[src/rtl/eth_rx_addr_filter.sv]
// Ethernet RX destination-address filter: buffers the 6-byte destination,
// decides pass/drop, then replays the header and cuts the rest through.
module eth_rx_addr_filter #(
    parameter int COUNT_WIDTH = 16
) (
    input  logic                   clock50,
    input  logic                   reset,
    input  logic [7:0]             s_axis_tdata,
    input  logic                   s_axis_tvalid,
    input  logic                   s_axis_tlast,
    input  logic                   s_axis_tuser,
    output logic                   s_axis_tready,
    output logic [7:0]             m_axis_tdata,
    output logic                   m_axis_tvalid,
    output logic                   m_axis_tlast,
    output logic                   m_axis_tuser,
    input  logic                   m_axis_tready,
    input  logic [47:0]            mac_addr,
    input  logic                   promisc,
    input  logic                   accept_multicast,
    output logic [COUNT_WIDTH-1:0] frames_passed,
    output logic [COUNT_WIDTH-1:0] frames_dropped
);

    typedef enum logic [1:0] {HDR, FLUSH, PASS, DROP} state_t;

    state_t                 r_state;
    logic [2:0]             r_idx;
    logic [5:0][7:0]        r_buf;
    logic                   r_last;
    logic                   r_user;
    logic [COUNT_WIDTH-1:0] r_passed;
    logic [COUNT_WIDTH-1:0] r_dropped;

    logic [47:0] w_dest;
    logic        w_match;
    logic        w_s_hs;
    logic        w_m_hs;
    logic        w_s_ready;
    logic        w_m_valid;

    function automatic logic [COUNT_WIDTH-1:0] sat_inc(input logic [COUNT_WIDTH-1:0] v);
        return (&v) ? v : v + 1'b1;
    endfunction

    // Only meaningful when byte 5 is being accepted: bytes 0..4 are buffered.
    assign w_dest  = {r_buf[0], r_buf[1], r_buf[2], r_buf[3], r_buf[4], s_axis_tdata};
    assign w_match = promisc || (w_dest == mac_addr) || (&w_dest) ||
                     (accept_multicast && r_buf[0][0]);

    always_comb begin
        w_s_ready    = 1'b0;
        w_m_valid    = 1'b0;
        m_axis_tdata = 8'h00;
        m_axis_tlast = 1'b0;
        m_axis_tuser = 1'b0;
        if (!reset) begin
            case (r_state)
                HDR:   w_s_ready = 1'b1;
                FLUSH: begin
                    w_m_valid    = 1'b1;
                    m_axis_tdata = r_buf[r_idx];
                    if (r_idx == 3'd5) begin
                        m_axis_tlast = r_last;
                        m_axis_tuser = r_user;
                    end
                end
                PASS: begin
                    w_s_ready    = m_axis_tready;
                    w_m_valid    = s_axis_tvalid;
                    m_axis_tdata = s_axis_tdata;
                    m_axis_tlast = s_axis_tlast;
                    m_axis_tuser = s_axis_tuser;
                end
                DROP:    w_s_ready = 1'b1;
                default: w_s_ready = 1'b0;
            endcase
        end
    end

    assign s_axis_tready  = w_s_ready;
    assign m_axis_tvalid  = w_m_valid;
    assign w_s_hs         = s_axis_tvalid && w_s_ready;
    assign w_m_hs         = w_m_valid && m_axis_tready;
    assign frames_passed  = r_passed;
    assign frames_dropped = r_dropped;

    always_ff @(posedge clock50) begin
        if (reset) begin
            r_state   <= HDR;
            r_idx     <= 3'd0;
            r_last    <= 1'b0;
            r_user    <= 1'b0;
            r_passed  <= '0;
            r_dropped <= '0;
        end else begin
            case (r_state)
                HDR: if (w_s_hs) begin
                    r_buf[r_idx] <= s_axis_tdata;
                    r_last       <= s_axis_tlast;
                    r_user       <= s_axis_tuser;
                    if (r_idx == 3'd5) begin
                        r_idx <= 3'd0;
                        if (w_match)           r_state   <= FLUSH;
                        else if (s_axis_tlast) r_dropped <= sat_inc(r_dropped);
                        else                   r_state   <= DROP;
                    end else if (s_axis_tlast) begin
                        // runt: ends before the destination is complete
                        r_idx     <= 3'd0;
                        r_dropped <= sat_inc(r_dropped);
                    end else begin
                        r_idx <= r_idx + 3'd1;
                    end
                end
                FLUSH: if (w_m_hs) begin
                    if (r_idx == 3'd5) begin
                        r_idx <= 3'd0;
                        if (r_last) begin
                            r_state  <= HDR;
                            r_passed <= sat_inc(r_passed);
                        end else begin
                            r_state <= PASS;
                        end
                    end else begin
                        r_idx <= r_idx + 3'd1;
                    end
                end
                PASS: if (w_s_hs && s_axis_tlast) begin
                    r_state  <= HDR;
                    r_passed <= sat_inc(r_passed);
                end
                DROP: if (w_s_hs && s_axis_tlast) begin
                    r_state   <= HDR;
                    r_dropped <= sat_inc(r_dropped);
                end
                default: r_state <= HDR;
            endcase
        end
    end

endmodule

[config.mk]
export PLATFORM = sky130hd
export DESIGN_NAME = eth_rx_addr_filter
export DESIGN_NICKNAME = d
export VERILOG_FILES = /design/src/rtl/eth_rx_addr_filter.sv
export SDC_FILE = /design/constraint.sdc
export NUM_CORES = 1
export LEC_CHECK = 0
export BUFFER_PORTS_ARGS = -buffer_cell sky130_fd_sc_hd__buf_4
export CORE_UTILIZATION = 25
export DETAILED_ROUTE_END_ITERATION = 6
export GPL_ROUTABILITY_DRIVEN = 0
export SYNTH_ARGS = -nofsm -noshare
export SYNTH_HDL_FRONTEND = slang
export SYNTH_SLANG_ARGS = --single-unit
[constraint.sdc]
create_clock -name clock50 -period 7.7 [get_ports clock50]
set_clock_uncertainty 0.1 [all_clocks]
set_input_delay 0.77 -clock clock50 [delete_from_list [all_inputs] [get_ports clock50]]
set_output_delay 0.77 -clock clock50 [all_outputs]
set_load 0.01 [all_outputs]
# [Yosys cells after proc, flatten, opt, wreduce, memory -nomap -nowiden]
# Cells that the tools add are included.
[classes] addsub=3 magnitude_cmp=2 n_eq_ne=15 muxes=45 bitwise=1 reduce_logical=23
[op_table] operator="$mux 16" count=11
[op_table] operator="$pmux 16 s2" count=2
[op_table] operator="$bwmux 48" count=1
[op_table] operator="$eq 48x48->1" count=1
[op_table] operator="$reduce_and 48->1" count=1
[op_table] operator="$add 16x1->16 const B" count=2
[op_table] operator="$reduce_and 16->1" count=2
[op_table] operator="$bmux 8 s3" count=1
[op_table] operator="$demux 8 s3" count=1
[op_table] operator="$mux 8" count=3
[op_table] operator="$mux 2" count=8
[op_table] operator="$pmux 8 s2" count=1
[op_table] operator="$mux 3" count=5
[op_table] operator="$ne 2x2->1 const B" count=7
[op_table] operator="$pmux 1 s2" count=4
[op_table] operator="$mux 1" count=6
[op_table] operator="$ne 3x3->1 const B" count=2
[op_table] operator="$pmux 2 s3" count=1
[op_table] operator="$pmux 3 s2" count=1
[op_table] operator="$reduce_and 3->1" count=2
[op_table] operator="$reduce_and 6->1" count=1
[op_table] operator="$reduce_bool 2->1" count=3
[op_table] operator="$logic_and 1x1->1" count=5
[op_table] operator="$reduce_and 5->1" count=1
[op_table] operator="other kinds (13)" count=17
[totals] ff_bits=87 inputBits=64 output_inout_bits=44 word_cells=101

# [Logic depth before layout (Yosys ltp)]
[logic_depth] word_depth=8 ltp_mapped=10

# [Worst setup path before layout]
# Ideal clock, no wire load.
[synth_path] kind="input-to-reg" startpoint="in reset" endpoint="reg r_buf[0] (netlist name), enable pin" arrival_ns=2.478 required_time_ns=7.205 setup_slack_ns=4.727 stages=5 n_path_buf=1 cell_sequence="buf_2 or2_4 nor2_1 nand3_1 nor4_1"
[synth_via] elab_chain_len=3 word_cells_on_any_way=4
[synth_lines] element="from (decl)" line_no="7" source="input logic reset,"
[synth_lines] element="$mux 1" line_no="57" source="if (!reset) begin"
[synth_lines] element="via s_axis_tready" line_no="12" source="output logic s_axis_tready,"
[synth_lines] element="$logic_and 1x1->1" line_no="83" source="assign w_s_hs = s_axis_tvalid && w_s_ready;"
[synth_lines] element="$reduce_and 3->1 (no source line)"
[synth_lines] element="to (signal, indexed assignment)" line_no="99" source="r_buf[r_idx] <= s_axis_tdata;"
[synth_lines] element="to (decl)" line_no="29" source="logic [5:0][7:0] r_buf;"
# The timed path passes the listed nets, and every way through them passes these cells.
# A chain may end at the register's enable or synchronous reset.

# [Worst setup path in the final report]
[layout_path] startpoint="reg r_idx[1]" endpoint="out m_axis_tdata[4]"
[layout_via] elab_chain_len=4
[layout_lines] element="from (decl)" line_no="28" source="logic [2:0] r_idx;"
[layout_lines] element="from (signal assigned)" line_no="112" source="r_idx <= r_idx + 3'd1;"
[layout_lines] element="from (signal assigned)" line_no="125" source="r_idx <= r_idx + 3'd1;"
[layout_lines] element="$bmux 8 s3" line_no="62" source="m_axis_tdata = r_buf[r_idx];"
[layout_lines] element="$mux 8 (implied by the code)" line_no="62"
[layout_lines] element="$pmux 8 s2" line_no="58" source="case (r_state)"
[layout_lines] element="$mux 8" line_no="57"
[layout_lines] element="to (decl)" line_no="13" source="output logic [7:0] m_axis_tdata,"
# Every way passes these cells. The select of a mux whose other input is x is not followed.

==> flow_summary.json <==
{
  "yosysUniqueCellTypes": 49,
  "path_class": "register to primary output",
  "synth_compound_area_frac": 0.101,
  "antenna_cells": 0,
  "worst-path-buf-inv": 2,
  "cp_slowest_cell": "nor2_1",
  "cpPeakStageDelay_ns": 0.82,
  "dieArea_sq_um": 20100,
  "grt_overflow_total": 0,
  "synthSimpleGateAreaFrac": 0.204,
  "path_cells": "inv_2, nor2_1, a221oi_1, a21oi_1, a22oi_1, nor2_1, buf_4",
  "core_region_area_sq_um": 19000,
  "grt_max_degree": 54,
  "final-seq-area_sq_um": 2220,
  "finalSetupViolations": 0,
  "cp_data_required_time_ns": 6.83,
  "die_h_microns": 142,
  "p_comb_frac": 0.254,
  "vias_per_cell": 4.94,
  "switchingPower_uw": 460,
  "cts_sinks": 87,
  "p_sw_frac": 0.332,
  "wirelength_mm": 14.8,
  "area_growth_syn_to_layout_pct": 28.3,
  "cts_tree": "built",
  "dr.pass1.iters": 5,
  "drive_gt1_frac": 0.261,
  "path_common_cell": "nor2_1",
  "synth_top_family_by_area": "simple AND/OR/NAND/NOR gates",
  "avgSynthCellArea_sq_um": 9.91,
  "synth_area_sq_um": 4890,
  "maxCapViolCount": 0,
  "yosys_warnings": 0,
  "final_cells": 858,
  "timing.hold.ws_ns": 0.400,
  "synth-async-reset-ratio": 0,
  "p_per_area_nw_per_um2": 221,
  "dpl.hpwl_mm": 10.8,
  "synth_seq_area_share": 0.455,
  "hp-class": "register to register",
  "grt_pass1_vias": 4007,
  "cts_buffers": 9,
  "critical_path.top_delay_family": "simple AND/OR/NAND/NOR gates",
  "nets": 665,
  "fillers": 1942,
  "clk_latency_ns": 0.36,
  "setup_tns_ns": 0,
  "end_kind": "primary output",
  "intPower_uw": 927,
  "arrival_ns": 2.96,
  "die_width_microns": 142,
  "vias": 4238,
  "multi_input_area_sq_um": 2530,
  "io_pins": 108,
  "max_freq_ghz": 0.261,
  "track_usage": 0.150,
  "drtAntennaViolNets": 0,
  "cts-root-buf": "clkbuf_16",
  "syn_nets": 565,
  "synthMuxAreaShare": 0.0771,
  "synth_edf_count": 48,
  "stdcell_area_sq_um": 6270,
  "outcome": "finished clean",
  "grt_pass1_wl_mm": 22.4,
  "io_buffers": 107,
  "timing.final.crit_period_ns": 3.83,
  "hold_viol": 0,
  "yosys_register_bits": 87,
  "p_leak_nw": 2.31,
  "num_rows": 50,
  "start_kind": "register",
  "rsz0062_at_grt": "false",
  "start_util": 0.258,
  "clk_path_buf_depth": 2,
  "p_seq_frac": 0.408,
  "wl_per_cell_microns": 17.2,
  "postPlaceCellArea_sq_um": 5950,
  "synth-xor-area-share": 0.115,
  "drc": 0,
  "tightest_slew_ns": 1.05,
  "post_cts_buffers": 0,
  "synth-main-ff-cell": "edfxtp_1",
  "fin_crit_sh": 0.497,
  "slew_headroom": 0.294,
  "first_iter_violations": 253,
  "clkTransAtPathRegs_ns": 0.07,
  "antenna_found_initial": 0,
  "ir_drop_mv": 0.0885,
  "ctsHoldBuffers": 0,
  "place_inst": 841,
  "htreeDepth": 3,
  "synth_cells": 493,
  "cp_max_fo": 16,
  "drv_slew": 0,
  "cts_resized": 0,
  "synth_fa_ha_area_frac": 0.0205,
  "clock_power_share": 0.337
}
-- path summary, 6_finish.rpt --
path,cells past startpoint,from,end,slack [ns]
max,7,r_idx[1]$_SDFFE_PP0P_,m_axis_tdata[4],3.87
min,2,r_user$_SDFFE_PP0P_,r_user$_SDFFE_PP0P_,0.40
max reg2reg,8,r_state[0]$_SDFFE_PP0P_,r_buf[32]$_DFFE_PP_,4.45
min reg2reg,2,r_user$_SDFFE_PP0P_,r_user$_SDFFE_PP0P_,0.40
-- power by group through the flow --
stage	logic [mW]	clock network, mW	registers, mW
2_1_floorplan	0.251	0	0.554
3_3_place_gp	0.349	0	0.574
3_5_place_dp	0.350	0	0.575
4_1_cts	0.351	0.479	0.565
5_1_grt	0.392	0.499	0.570
6_report	0.353	0.468	0.567
-- final cells by class --
class,count,share of cell area
repair buffers,112,0.134
inverters,10,0.00599
clock inverters,7,0.0144
well taps,260,0.0519
clock buffers,9,0.0359
multi-input cells,373,0.403
flip-flops and latches,87,0.354
-- Yosys cell counts, types with 9 or more instances --
master / n / area (sq um)
nor2_1: 63 / 236
xor2_1: 49 / 429
edfxtp_1: 48 / 1440
dfxtp_1: 39 / 781
a21oi_1: 30 / 150
nand4_1: 27 / 169
nor4_1: 26 / 163
mux2_2: 20 / 225
clkbuf_1: 18 / 67.6
nand2_1: 17 / 63.8
xnor2_1: 15 / 131
mux2i_1: 14 / 140
nand3_1: 14 / 70.1
nor2b_1: 14 / 87.6
inv_1: 9 / 33.8
-- logic make-up (layout without fill, tap and decap cells) --
logic type	after synthesis	in the layout
multiplexers	35	35
AO/OA/AOI/OAI	74	74
adder cells (fa/ha/maj)	8	8
flip-flops	87	87
XOR/XNOR	64	64
buffers and inverters	33	138
AND/OR/NAND/NOR	192	192
-- per-stage QoR --
step           total power [mW]  worst slack (ns)  utilization
6_report                   1.39              3.87        0.331
5_1_grt                    1.46              3.69        0.331
4_1_cts                    1.39              3.95        0.330
3_5_place_dp              0.925              4.14        0.314
3_3_place_gp              0.922              4.14        0.314
2_1_floorplan             0.806              4.73            -
-- routing by layer --
metal / vias up / GRT usage / routed length (microns)
met5: - / 0 / 0
met4: 0 / 0.0787 / 427
met3: 36 / 0.0314 / 893
met2: 161 / 0.245 / 7080
met1: 2011 / 0.187 / 6350
li1: 2030 / - / -
-- registers in the layout, indices dropped and copies added, names as in the netlist --
name / cells
r_buf: 48
r_last: 1
r_state: 2
frames_dropped: 16
r_user: 1
r_idx: 3
frames_passed: 16
-- worst min-delay path: cells and delay by family, from the launching register on --
family	cells	cell delay (ns)
DFF	1	0.33
muxes	1	0.07
and+or+nand+nor	1	0.07
-- cells in the final DEF (no fill, tap or decap), types with 14 or more instances in the layout --
cell / count
dfxtp_1: 39
nand2_1: 17
nor4_1: 26
edfxtp_1: 48
a21oi_1: 30
xnor2_1: 15
nand3_1: 14
nand4_1: 27
nor2b_1: 14
mux2i_1: 14
xor2_1: 49
nor2_1: 63
mux2_2: 20
buf_4: 112
Power figures use the tool's default switching activity.
